--- config.mk ---
export PLATFORM = sky130hd
export DESIGN_NAME = sw_debounce_flat
export DESIGN_NICKNAME = d
export VERILOG_FILES = /design/src/rtl/sw_debounce_if.sv /design/src/rtl/sw_debounce.sv /design/src/flat_wrapper.sv
export SDC_FILE = /design/constraint.sdc
export NUM_CORES = 1
export LEC_CHECK = 0
export ABC_AREA = 1
export CORE_UTILIZATION = 52
export CTS_CLUSTER_SIZE = 10
export DETAILED_ROUTE_END_ITERATION = 12
export PLACE_DENSITY = 0.77
export SYNTH_ARGS = -nofsm -noshare
export SYNTH_HDL_FRONTEND = slang
export SYNTH_SLANG_ARGS = --single-unit
--- constraint.sdc ---
create_clock -name clk -period 1.9 [get_ports clk]
set_input_delay 0.38 -clock clk [delete_from_list [all_inputs] [get_ports clk]]
set_output_delay 0.38 -clock clk [all_outputs]
set_load 0.01 [all_outputs]
--- src/rtl/sw_debounce_if.sv ---
// rtl/sw_debounce_if.sv - switch debouncer signal bundle; SW_DEBOUNCE_EDGE_EN adds sw_rise/sw_fall
interface sw_debounce_if #(
  parameter int WIDTH = 16
);

  logic [WIDTH-1:0] sw_in;
  logic [WIDTH-1:0] sw_out;
  logic             sw_valid;
  logic             sw_changed;
`ifdef SW_DEBOUNCE_EDGE_EN
  logic [WIDTH-1:0] sw_rise;
  logic [WIDTH-1:0] sw_fall;
`endif

`ifdef SW_DEBOUNCE_EDGE_EN
  // debouncer side
  modport slave (
    input  sw_in,
    output sw_out, sw_valid, sw_changed, sw_rise, sw_fall
  );

  // switch-word consumer side
  modport master (
    output sw_in,
    input  sw_out, sw_valid, sw_changed, sw_rise, sw_fall
  );
`else
  // debouncer side
  modport slave (
    input  sw_in,
    output sw_out, sw_valid, sw_changed
  );

  // switch-word consumer side
  modport master (
    output sw_in,
    input  sw_out, sw_valid, sw_changed
  );
`endif

endinterface

--- src/rtl/sw_debounce.sv ---
// rtl/sw_debounce.sv - per-bit switch synchronizer and debouncer; SW_DEBOUNCE_EDGE_EN adds sw_rise/sw_fall
module sw_debounce #(
  parameter int WIDTH           = 16,
  parameter int SYNC_STAGES     = 2,
  parameter int DEBOUNCE_CYCLES = 1000000,
  parameter int CNT_WIDTH       = 20
) (
  input  logic         clk,
  input  logic         rst_n,
  sw_debounce_if.slave bus
);

  // Top-level FSM: one settling window after reset, then per-bit debouncing forever.
  localparam logic [0:0] ST_INIT = 1'b0;
  localparam logic [0:0] ST_RUN  = 1'b1;

  // Per-bit FSM.
  localparam logic [0:0] BIT_STABLE   = 1'b0;
  localparam logic [0:0] BIT_COUNTING = 1'b1;

  // A new level is accepted on the edge where the counter already shows DEBOUNCE_CYCLES-1,
  // so the mismatch has then been seen on DEBOUNCE_CYCLES consecutive edges.
  localparam logic [CNT_WIDTH-1:0] CNT_LAST = CNT_WIDTH'(DEBOUNCE_CYCLES - 1);
  localparam logic [CNT_WIDTH-1:0] CNT_ONE  = CNT_WIDTH'(1);

  logic [WIDTH-1:0]     sync_q [SYNC_STAGES];
  logic [WIDTH-1:0]     sync_d [SYNC_STAGES];
  logic [WIDTH-1:0]     sync_lvl;

  logic [0:0]           state_q, state_d;
  logic [CNT_WIDTH-1:0] init_cnt_q, init_cnt_d;

  logic [WIDTH-1:0]     bit_st_q, bit_st_d;
  logic [CNT_WIDTH-1:0] bit_cnt_q [WIDTH];
  logic [CNT_WIDTH-1:0] bit_cnt_d [WIDTH];

  logic [WIDTH-1:0]     sw_out_q, sw_out_d;
  logic                 sw_valid_q, sw_valid_d;
  logic                 sw_changed_q, sw_changed_d;
`ifdef SW_DEBOUNCE_EDGE_EN
  logic [WIDTH-1:0]     sw_rise_q, sw_rise_d;
  logic [WIDTH-1:0]     sw_fall_q, sw_fall_d;
`endif

  // Synchronizer chain: stage 0 samples the raw pins, the last stage is the only level used downstream.
  always_comb begin
    sync_d[0] = bus.sw_in;
    for (int s = 1; s < SYNC_STAGES; s++) begin
      sync_d[s] = sync_q[s-1];
    end
  end

  assign sync_lvl = sync_q[SYNC_STAGES-1];

  // Next-state logic for the settling window, the per-bit debouncers and the strobes.
  always_comb begin
    state_d      = state_q;
    init_cnt_d   = init_cnt_q;
    bit_st_d     = bit_st_q;
    bit_cnt_d    = bit_cnt_q;
    sw_out_d     = sw_out_q;
    sw_valid_d   = sw_valid_q;
    sw_changed_d = 1'b0;
`ifdef SW_DEBOUNCE_EDGE_EN
    sw_rise_d    = '0;
    sw_fall_d    = '0;
`endif

    case (state_q)
      ST_INIT: begin
        // The initial load is not a change, so no strobe is raised here.
        if (init_cnt_q == CNT_LAST) begin
          sw_out_d   = sync_lvl;
          sw_valid_d = 1'b1;
          init_cnt_d = '0;
          state_d    = ST_RUN;
        end else begin
          init_cnt_d = init_cnt_q + CNT_ONE;
        end
      end

      default: begin
        for (int i = 0; i < WIDTH; i++) begin
          if (sync_lvl[i] == sw_out_q[i]) begin
            // Level agrees (or bounced back): drop any partial progress.
            bit_st_d[i]  = BIT_STABLE;
            bit_cnt_d[i] = '0;
          end else if (bit_st_q[i] == BIT_STABLE) begin
            bit_st_d[i]  = BIT_COUNTING;
            bit_cnt_d[i] = CNT_ONE;
          end else if (bit_cnt_q[i] == CNT_LAST) begin
            sw_out_d[i]  = sync_lvl[i];
            bit_st_d[i]  = BIT_STABLE;
            bit_cnt_d[i] = '0;
          end else begin
            bit_cnt_d[i] = bit_cnt_q[i] + CNT_ONE;
          end
        end

        // All bits qualifying on the same edge share one strobe.
        sw_changed_d = (sw_out_d != sw_out_q);
`ifdef SW_DEBOUNCE_EDGE_EN
        sw_rise_d    = ~sw_out_q & sw_out_d;
        sw_fall_d    = sw_out_q & ~sw_out_d;
`endif
      end
    endcase
  end

  // State registers; reset discards all synchronizer and counter progress.
  always_ff @(posedge clk) begin
    if (!rst_n) begin
      for (int s = 0; s < SYNC_STAGES; s++) begin
        sync_q[s] <= '0;
      end
      for (int i = 0; i < WIDTH; i++) begin
        bit_cnt_q[i] <= '0;
      end
      state_q      <= ST_INIT;
      init_cnt_q   <= '0;
      bit_st_q     <= '0;
      sw_out_q     <= '0;
      sw_valid_q   <= 1'b0;
      sw_changed_q <= 1'b0;
`ifdef SW_DEBOUNCE_EDGE_EN
      sw_rise_q    <= '0;
      sw_fall_q    <= '0;
`endif
    end else begin
      sync_q       <= sync_d;
      bit_cnt_q    <= bit_cnt_d;
      state_q      <= state_d;
      init_cnt_q   <= init_cnt_d;
      bit_st_q     <= bit_st_d;
      sw_out_q     <= sw_out_d;
      sw_valid_q   <= sw_valid_d;
      sw_changed_q <= sw_changed_d;
`ifdef SW_DEBOUNCE_EDGE_EN
      sw_rise_q    <= sw_rise_d;
      sw_fall_q    <= sw_fall_d;
`endif
    end
  end

  assign bus.sw_out     = sw_out_q;
  assign bus.sw_valid   = sw_valid_q;
  assign bus.sw_changed = sw_changed_q;
`ifdef SW_DEBOUNCE_EDGE_EN
  assign bus.sw_rise    = sw_rise_q;
  assign bus.sw_fall    = sw_fall_q;
`endif

endmodule
--- src/flat_wrapper.sv ---
// flat-port wrapper written by rule: the top's interface ports become plain ports
module sw_debounce_flat 
#(
  parameter int WIDTH           = 16,
  parameter int SYNC_STAGES     = 2,
  parameter int DEBOUNCE_CYCLES = 1000000,
  parameter int CNT_WIDTH       = 20
)
  (clk, rst_n, bus_sw_in, bus_sw_out, bus_sw_valid, bus_sw_changed);
  sw_debounce_if #(.WIDTH(WIDTH)) bus_i ();
  input  logic clk;
  input  logic rst_n;
  input wire logic [$bits(bus_i.sw_in)-1:0] bus_sw_in;
  output wire logic [$bits(bus_i.sw_out)-1:0] bus_sw_out;
  output wire logic [$bits(bus_i.sw_valid)-1:0] bus_sw_valid;
  output wire logic [$bits(bus_i.sw_changed)-1:0] bus_sw_changed;
  assign bus_i.sw_in = bus_sw_in;
  assign bus_sw_out = bus_i.sw_out;
  assign bus_sw_valid = bus_i.sw_valid;
  assign bus_sw_changed = bus_i.sw_changed;
  sw_debounce #(.WIDTH(WIDTH), .SYNC_STAGES(SYNC_STAGES), .DEBOUNCE_CYCLES(DEBOUNCE_CYCLES), .CNT_WIDTH(CNT_WIDTH)) u_core (.clk(clk), .rst_n(rst_n), .bus(bus_i));
endmodule
==> run summary <==
number of flops mapped to enable cells by yosys: 0
Num CTS Buffers: 47
Clock power frac: 46.7%
endpoint type of the worst setup path: flop
Clock Path Buffers: 3
Design Area, Final: 23900 um2
CP delay by family, top: simple AND/OR/NAND/NOR gates
Initial DRC Count: 1573
Layout Skew: 0.0143 ns
# IOs: 36
WS Path Type: reg -> reg
GPL Wtd Cong: 0.941
clock latency on the worst-skew pair: 0.57 ns
Mapped Cells: 3176
Post-CTS Hold Buffers: 0
number of max-cap violations: 0
worst path cell trace: ha_1 > nand2_1 > nor2_2 > inv_1 > nor2_1 > nand3_2 > nand2_2 > nand2_1 > nand2_2 > inv_1 > o21ai_0 > a21oi_1
global route overflow: 0
CTS Root Cell: clkbuf_16
DRC errors left: 0
chip width: 204 um
post-route ant nets: 0
area occupied by multi-input gates: 11400 um2
RSZ-0062 raised after global routing: true
FILL cells: 3611
maximum vdd drop: 0.000704 V
crit path DAT: 2.31 ns
Tmin final: 1.84 ns
leading area contributor after synthesis: dfxtp_1
Hold Crit Class: in -> reg
syn avg cell area: 6.66 um2
prevailing post-synth register cell: dfxtp_1
WP buf/inv: 2
Die Y: 204 um
die area: 41500 um2
Worst slew margin: 67.9%
initial antenna violation count: 0
clk slew on worst S/H paths: 0.05 ns
ant diodes: 0
met3 usage: 3.36%
Nets: 3288
crit-path max FO: 5
met2 Track Usage GR: 41.3%
synthesis-stage register bit count: 407
Rows: 73
Final HPWL DP: 36.0 mm
IO Port Bufs: 35
Synth Warn #: 0
initial core utilization: 53.0%
Tightest Pin Transition: 0.477 ns
CP peak stage delay: 0.36 ns
Synth top cells by count: nand2_1 (735), nor2_1 (441), dfxtp_1 (407), inv_1 (377), a21oi_1 (247)
Total GRT Usage: 24.2%
Via-to-Cell Ratio: 5.50
Leakage: 8.59 nW
Synth Cell Area: 21200 um2
total routed wirelength: 51.6 mm
Gate power share: 2.1%
post-synthesis async set-or-reset flop share: 0%
post-placement cell area: 22400 um2
P_int: 13.2 mW
share of layout cells above drive strength 1: 8.82%
count leader, synth: nand2_1
Worst setup SP type: flop
register area share after synthesis: 38.5%
final hold vios: 0
wire per inst: 13.6 um
Switch Pwr: 3.62 mW
Power Dens Cells: 701 nW/um2
Synth-to-Final Area Change: 13.1%
crit path max-delay cell type: dfxtp_1
Worst Path Required: 2.37 ns
WHS: 0.229 ns
grt met1 use: 30.9%
CTS tree: done
DR pass1 iterations: 6
status: finished, final reports clean
Final Cycle Share: 97.1%
H-Tree Depth: 2
Net Sw Frac: 21.6%
Area contributors post-synth: dfxtp_1 (38%), nand2_1 (13%), nor2_1 (7.8%), inv_1 (6.7%), a21oi_1 (5.8%)
Fmax: 542 MHz
Sink Count: 407
global-route wire length before repair: 85.9 mm
Core Footprint: 39900 um2
GRT busiest layer: met2
part of the power in registers: 51.2%
Slew Viols, Final: 0
area share of the largest cell type after synthesis: 38.5%
Unique masters post-synth: 53
largest net degree at the start of global routing: 73
syn_nets: 3211
vias in the first global route: 19290
register area: 8170 um2
via count: 20834
final setup TNS: 0 ns
Final setup viols: 0
## layout by cell type (no fill, tap or decap), types with 6 or more instances in the layout
| master | instances |
|---|---|
| nand2_1 | 725 |
| nor2_1 | 431 |
| dfxtp_1 | 393 |
| inv_1 | 375 |
| a21oi_1 | 247 |
| nand3_1 | 209 |
| nor3_1 | 145 |
| o21ai_0 | 106 |
| nand4_1 | 84 |
| buf_4 | 67 |
| xor2_1 | 60 |
| clkbuf_16 | 47 |
| nor2_2 | 36 |
| nand2_2 | 31 |
| nor4_1 | 24 |
| nor2_4 | 20 |
| clkdlybuf4s50_1 | 17 |
| ha_1 | 16 |
| o21a_1 | 15 |
| dlygate4sd2_1 | 15 |
| o22ai_1 | 14 |
| dfxtp_2 | 13 |
| xnor2_1 | 11 |
| nor3b_1 | 11 |
| nor3_2 | 10 |
| nand2_4 | 10 |
| o21bai_1 | 10 |
| buf_12 | 10 |
| clkbuf_1 | 9 |
| nand3b_1 | 8 |
| a211oi_1 | 8 |
| o211ai_1 | 7 |
| or2_2 | 6 |
| nor3_4 | 6 |
## logic make-up (layout without fill, tap and decap cells)
kind of cell	after synthesis	in the layout	share of synthesized area, %
xor+xnor	71	71	2.94
compound gates	440	440	11.3
simple gates	1773	1775	37.4
buf+inv	468	555	8.81
flops	407	407	38.5
fa+ha+maj	17	17	1.01
## area by class of cell
cell class                 instances  share of cell area, %
clock buffer                      57                   5.11
clock inverter                     4                  0.131
inverter                         382                   6.03
multi-input combinational       2303                   47.5
sequential                       407                   34.1
tap                              525                   2.74
timing repair buffer             112                   4.35
## power groups by stage
stage | registers (mW) | clock network, mW | logic, mW
4_1_cts | 8.59 | 8.05 | 0.333
3_3_place_gp | 8.78 | 0 | 0.327
2_1_floorplan | 8.77 | 0 | 0.201
3_5_place_dp | 8.78 | 0 | 0.331
5_1_grt | 8.59 | 8.43 | 0.381
6_report | 8.60 | 7.84 | 0.348
## metrics by stage
| step | util (%) | instances | power [mW] | setup WS (ns) |
|---|---|---|---|---|
| after floorplan | - | 3176 | 8.97 | 0.306 |
| after global placement | 56.0 | 3714 | 9.10 | 0.117 |
| after detailed placement | 56.0 | 3714 | 9.11 | 0.0494 |
| after CTS | 59.1 | 3775 | 17.0 | 0.00343 |
| after global routing | 60.0 | 3790 | 17.4 | -0.0942 |
| final | 60.0 | 3790 | 16.8 | 0.0556 |
## sequential cells by signal, indices dropped and copies added, names as in the netlist
name	flops
u_core.bit_st_q	16
u_core.state_q	1
u_core.bit_cnt_q	320
u_core.bus.sw_out	16
u_core.sync_lvl	16
u_core.bus.sw_valid	1
u_core.init_cnt_q	20
u_core.bus.sw_changed	1
u_core.sync_d	16
## routing by layer
metal	vias to the layer above	wire length, um
met2	649	24500
met3	112	2990
met4	0	1270
met5	-	0
met1	9578	22800
li1	10495	-
## worst paths after layout
check                                      from                                  to  slack, ns  depth (start not counted)
min                                       rst_n  u_core.bit_cnt_q[318]$_SDFFE_PN0P_       0.23                          3
min reg2reg        u_core.sync_d[10]$_SDFF_PN0_      u_core.sync_lvl[10]$_SDFF_PN0_       0.41                          2
max          u_core.bit_cnt_q[121]$_SDFFE_PN0P_  u_core.bit_cnt_q[131]$_SDFFE_PN0P_       0.06                         12
max reg2reg  u_core.bit_cnt_q[121]$_SDFFE_PN0P_  u_core.bit_cnt_q[131]$_SDFFE_PN0P_       0.06                         12
## repair_timing
item	4_1_cts	5_1_grt
resized for setup	19	65
cloned	0	2
setup buffers	0	13
pin swaps	0	12
endpoints found under the setup margin	15	128
## worst min-delay path, cell delays in order
cell,delay [ns]
buf_4,0.20
o21ai_0,0.11
a21oi_1,0.04
Power figures use the tool's default switching activity.
